### src/rtl/rect_palette_ctrl.sv
// Rectangle overlay palette-index generator with double-buffered rectangle table.
// Config writes land in a shadow table; animate copies shadow to active one entry per cycle.
module rect_palette_ctrl #(
  parameter int unsigned NUM_RECT = 8,
  parameter int unsigned IDX_W    = 4
) (
  input  logic                        pixclk,
  input  logic                        rst,
  input  logic [11:0]                 x,
  input  logic [11:0]                 y,
  input  logic                        draw_area,
  input  logic                        animate,
  input  logic [7:0]                  blink_frames,
  input  logic                        cfg_valid,
  output logic                        cfg_ready,
  input  logic [$clog2(NUM_RECT)-1:0] cfg_sel,
  input  logic [2:0]                  cfg_field,
  input  logic [11:0]                 cfg_data,
  output logic [IDX_W-1:0]            pix_idx,
  output logic                        commit_busy
);

  localparam int unsigned SEL_W = $clog2(NUM_RECT);

  typedef struct packed {
    logic [11:0]      x0;
    logic [11:0]      x1;
    logic [11:0]      y0;
    logic [11:0]      y1;
    logic [IDX_W-1:0] color_on;
    logic [IDX_W-1:0] color_off;
    logic             enable;
  } rect_t;

  typedef enum logic {IDLE, COPY} state_e;

  state_e               state_q, state_d;
  logic [SEL_W-1:0]     copy_idx_q, copy_idx_d;
  logic                 dirty_q, dirty_d;
  logic                 cfg_ready_q, cfg_ready_d;
  logic                 commit_busy_q, commit_busy_d;
  rect_t                shadow_q [NUM_RECT];
  rect_t                shadow_d [NUM_RECT];
  rect_t                active_q [NUM_RECT];
  rect_t                active_d [NUM_RECT];
  logic [7:0]           frame_cnt_q, frame_cnt_d;
  logic                 blink_phase_q, blink_phase_d;
  logic [NUM_RECT-1:0]  hit_q, hit_d;
  logic                 da_q, da_d;
  logic [IDX_W-1:0]     pix_idx_q, pix_idx_d;
  logic                 wr_fire;
  logic                 found;

  assign wr_fire = cfg_valid && cfg_ready_q;

  // Config write path and shadow-to-active commit FSM
  always_comb begin
    state_d    = state_q;
    copy_idx_d = copy_idx_q;
    dirty_d    = dirty_q;
    shadow_d   = shadow_q;
    active_d   = active_q;
    if (wr_fire) begin
      dirty_d = 1'b1;
      case (cfg_field)
        3'd0:    shadow_d[cfg_sel].x0        = cfg_data;
        3'd1:    shadow_d[cfg_sel].x1        = cfg_data;
        3'd2:    shadow_d[cfg_sel].y0        = cfg_data;
        3'd3:    shadow_d[cfg_sel].y1        = cfg_data;
        3'd4:    shadow_d[cfg_sel].color_on  = cfg_data[IDX_W-1:0];
        3'd5:    shadow_d[cfg_sel].color_off = cfg_data[IDX_W-1:0];
        3'd6:    shadow_d[cfg_sel].enable    = cfg_data[0];
        default: ;
      endcase
    end
    case (state_q)
      IDLE: begin
        if (animate && (dirty_q || wr_fire)) begin
          state_d    = COPY;
          copy_idx_d = '0;
        end
      end
      COPY: begin
        active_d[copy_idx_q] = shadow_q[copy_idx_q];
        if (copy_idx_q == SEL_W'(NUM_RECT - 1)) begin
          state_d    = IDLE;
          dirty_d    = 1'b0;
          copy_idx_d = '0;
        end else begin
          copy_idx_d = copy_idx_q + SEL_W'(1);
        end
      end
      default: state_d = IDLE;
    endcase
    cfg_ready_d   = (state_d == IDLE);
    commit_busy_d = (state_d == COPY);
  end

  // Blink phase: forced on while blinking is disabled
  always_comb begin
    frame_cnt_d   = frame_cnt_q;
    blink_phase_d = blink_phase_q;
    if (blink_frames == 8'd0) begin
      frame_cnt_d   = 8'd0;
      blink_phase_d = 1'b1;
    end else if (animate) begin
      if (frame_cnt_q == blink_frames - 8'd1) begin
        frame_cnt_d   = 8'd0;
        blink_phase_d = !blink_phase_q;
      end else begin
        frame_cnt_d = frame_cnt_q + 8'd1;
      end
    end
  end

  // Pixel pipeline: stage 1 hit vector, stage 2 lowest-index priority pick
  always_comb begin
    da_d      = draw_area;
    hit_d     = '0;
    pix_idx_d = '0;
    found     = 1'b0;
    for (int i = 0; i < NUM_RECT; i++) begin
      hit_d[i] = active_q[i].enable &&
                 (x >= active_q[i].x0) && (x <= active_q[i].x1) &&
                 (y >= active_q[i].y0) && (y <= active_q[i].y1);
    end
    if (da_q) begin
      for (int i = 0; i < NUM_RECT; i++) begin
        if (!found && hit_q[i]) begin
          found     = 1'b1;
          pix_idx_d = blink_phase_q ? active_q[i].color_on : active_q[i].color_off;
        end
      end
    end
  end

  always_ff @(posedge pixclk or posedge rst) begin
    if (rst) begin
      state_q       <= IDLE;
      copy_idx_q    <= '0;
      dirty_q       <= 1'b0;
      cfg_ready_q   <= 1'b1;
      commit_busy_q <= 1'b0;
      frame_cnt_q   <= 8'd0;
      blink_phase_q <= 1'b1;
      hit_q         <= '0;
      da_q          <= 1'b0;
      pix_idx_q     <= '0;
      for (int i = 0; i < NUM_RECT; i++) begin
        shadow_q[i] <= '0;
        active_q[i] <= '0;
      end
    end else begin
      state_q       <= state_d;
      copy_idx_q    <= copy_idx_d;
      dirty_q       <= dirty_d;
      cfg_ready_q   <= cfg_ready_d;
      commit_busy_q <= commit_busy_d;
      frame_cnt_q   <= frame_cnt_d;
      blink_phase_q <= blink_phase_d;
      hit_q         <= hit_d;
      da_q          <= da_d;
      pix_idx_q     <= pix_idx_d;
      shadow_q      <= shadow_d;
      active_q      <= active_d;
    end
  end

  assign cfg_ready   = cfg_ready_q;
  assign commit_busy = commit_busy_q;
  assign pix_idx     = pix_idx_q;

endmodule

### config.mk
export PLATFORM = sky130hd
export DESIGN_NAME = rect_palette_ctrl
export DESIGN_NICKNAME = d
export VERILOG_FILES = /design/src/rtl/rect_palette_ctrl.sv
export SDC_FILE = /design/constraint.sdc
export NUM_CORES = 2
export LEC_CHECK = 0
export BUFFER_PORTS_ARGS = -buffer_cell sky130_fd_sc_hd__buf_2
export CAP_MARGIN = 15
export CORE_MARGIN = 5
export CORE_UTILIZATION = 59
export DETAILED_ROUTE_END_ITERATION = 6
export HOLD_SLACK_MARGIN = 0.06
export PLACE_DENSITY = 0.77
export SLEW_MARGIN = 30
export SYNTH_ARGS = -nofsm -noshare
export SYNTH_HDL_FRONTEND = slang
export SYNTH_SLANG_ARGS = --single-unit
### constraint.sdc
create_clock -name pixclk -period 61.2 [get_ports pixclk]
set_clock_uncertainty 0.1 [all_clocks]
set_input_delay 9.18 -clock pixclk [delete_from_list [all_inputs] [get_ports pixclk]]
set_output_delay 9.18 -clock pixclk [all_outputs]
set_load 0.02 [all_outputs]
==> impl_metrics.ini <==
[status]
outcome = completed

[clock_tree]
cts.sinks = 940
cts_resized = 0
htree_levels = 3
clk_latency_ns = 0.67
cts.clk_slew.worst_paths_ns = 0.06
numCtsBuffers = 97
cts_root_buf = clkbuf_16
clk_path_buf_depth = 3
postCtsHoldBufs = 0
cts_setup_buffers = 0
cts_tree = built

[sta]
grt_setup_unrepaired = false
drv_slew = 0
slew_headroom = 0.366
period_minus_slack_ns = 11.42
hold_viol = 0
finalSetupViolations = 0
final.setup.tns_ns = 0
finalCritPeriodShare = 0.187
tightest_slew_ns = 0.951
fmax_ghz = 0.0876

[worst_setup_path]
reg2reg_slack_ns = 57.32
startpoint = rst
end_kind = async pin
rr_worst_depth = 5
cp_data_arrival_time_ns = 11.99
r2r-end = active_q[230]
startpoint_type = input pin
r2r-start = copy_idx_q[1]
crit_fanout = 130
critPathKind = in2async
crit_required_ns = 61.78

[die]
core-area_sq_um = 81800
num_rows = 105
dieArea_sq_um = 88000
initial_core_util = 0.592
dieHeight_microns = 297
ios = 61
die_x_microns = 297

[detailed_routing]
wl_per_cell_microns = 21.3
viasPerCell = 5.98
wirelength_mm = 114
drc = 0
dr.pass1.iters = 7
dr.first_iter.drc_count = 2274
vias = 32200
antenna_left = 0

[grt]
grt_pass1_vias = 33100
antenna_found_initial = 1
grtUsageTotal = 0.266
overflow = 0
grt_pass1_wl_mm = 184
grt_max_degree = 160

[synth]
synth.avg_cell_area_sq_um = 11.5
synth_seq_cells = 940
yosysUniqueCellTypes = 73
synthCells = 4234
async_flop_share = 1.00
ys_warn_count = 0
synth-edff-count = 0
synthTopCellsByArea = dfrtp_1 (48%), mux2_2 (11%), ha_1 (10%)
ys_seq_area_frac = 0.485
yosysTopAreaCell = dfrtp_1
synthesis.nets = 4678
synth.top_cell.area_share = 0.484
synth_area_sq_um = 48500
ys.flop_type = dfrtp_1

[finish]
nets = 4671
fillers = 6093
syn_to_final_growth_pct = 9.25
multiInputGateArea_sq_um = 22600
drive_above_1_share = 0.217
layout.area.seq_sq_um = 23500
stdcell_count = 5376

[hold_path]
holdPathStages = 2
min_to = active_q[63]
holdCritPathClass = reg2reg
hold_start = active_q[63]

[placed_design]
io_buffers = 60
dpl.hpwl_mm = 74.4
place_inst = 5196
gp_congestion = 0.876

[power]
peakVddDrop_mv = 0.0245
power.density_nw_per_um2 = 42.4
p_leak_nw = 24.6

[flow_run]
max_cap_viol_count = 0
-- cell families after synthesis --
logic type / synth area share
flip-flops: 0.485
AND/OR/NAND/NOR: 0.0767
AO/OA/AOI/OAI: 0.0933
multiplexers: 0.192
buffers and inverters: 0.0495
adder cells (fa/ha/maj): 0.100
XOR/XNOR: 0.00289
-- Yosys cell counts (23+ instances only) --
cell type  number
dfrtp_1       938
nor3_1         27
mux2_2        468
nand2_1       298
nand4_1        58
clkbuf_1      119
o21a_1         23
nor2_1        333
buf_2          80
a211oi_1       26
mux2i_1        23
inv_1         370
o211ai_1       28
mux4_2        114
a21o_1         27
mux2i_4        55
ha_1          389
o21ai_0       296
a21oi_1       333
-- power by group --
| group | internal [mW] | switching, mW | total (mW) | leakage (nW) |
|---|---|---|---|---|
| sequential | 0.787 | 0.105 | 0.892 | 12.5 |
| combinational | 0.311 | 0.436 | 0.747 | 10.4 |
| clock | 0.353 | 0.254 | 0.607 | 1.63 |
-- critical path, cell delays in order --
cell	delay, ns
buf_2	0.13
clkinv_8	0.45
buf_6	0.65
buf_6	0.68
buf_4	0.77
-- how the worst max path moves through the flow --
stage | to | slack (ns) | depth (start not counted)
after floorplan | active_q[0] | 25.49 | 1
after global placement | frame_cnt_q[5] | 48.30 | 5
after detailed placement | active_q[0] | 48.40 | 5
after CTS | active_q[271] | 49.12 | 5
after global routing | active_q[455] | 49.29 | 5
final | active_q[62] | 49.78 | 5
-- flip-flops by register name (all words and copies together) (netlist names) --
register       cells
pix_idx            4
cfg_ready          1
da_q               1
frame_cnt_q        8
shadow_q         456
active_q         456
blink_phase_q      1
copy_idx_q         3
commit_busy        1
dirty_q            1
hit_q              8
-- cell usage in the layout, fill, tap and decap left out, drive strengths merged, types with 23 or more instances in the layout --
| cell | n |
|---|---|
| a211oi | 26 |
| a21o | 27 |
| a21oi | 333 |
| buf | 114 |
| clkbuf | 137 |
| clkinv | 28 |
| dfrtp | 938 |
| ha | 389 |
| inv | 372 |
| mux2 | 468 |
| mux2i | 78 |
| mux4 | 114 |
| nand2 | 298 |
| nand4 | 58 |
| nor2 | 333 |
| nor3 | 31 |
| o211ai | 29 |
| o21a | 23 |
| o21ai | 296 |
-- metrics by stage --
step                hold slack, ns  instance area [sq um]  power, mW  utilization  setup slack (ns)
finish                       0.377                  53000       2.25        0.647             49.78
global route                 0.391                  53000       2.40        0.647             49.29
CTS                          0.381                  52900       2.25        0.646             49.12
detailed placement           0.368                  49600       1.64        0.606             48.40
global placement             0.359                  49500       1.60        0.605             48.30
floorplan                    0.344                  48500       1.45            -             25.49
-- cell type report --
cell class / instances / share of cell area
well taps: 1070 / 0.0253
diodes: 1 / 0.0000472
clock buffers: 137 / 0.0532
multi-input cells: 2704 / 0.426
inverters: 370 / 0.0265
repair buffers: 114 / 0.0148
clock inverters: 40 / 0.00940
flip-flops and latches: 940 / 0.444
-- layer usage --
metal | vias to the layer above | GRT usage | wire [microns] | share of wire
met5 | - | 0 | 0 | 0
met4 | 0 | 0.0870 | 3940 | 0.034
met3 | 238 | 0.0322 | 5630 | 0.049
met2 | 794 | 0.450 | 55800 | 0.49
met1 | 16300 | 0.364 | 49100 | 0.43
li1 | 14900 | - | - | -
Power figures use the tool's default switching activity.
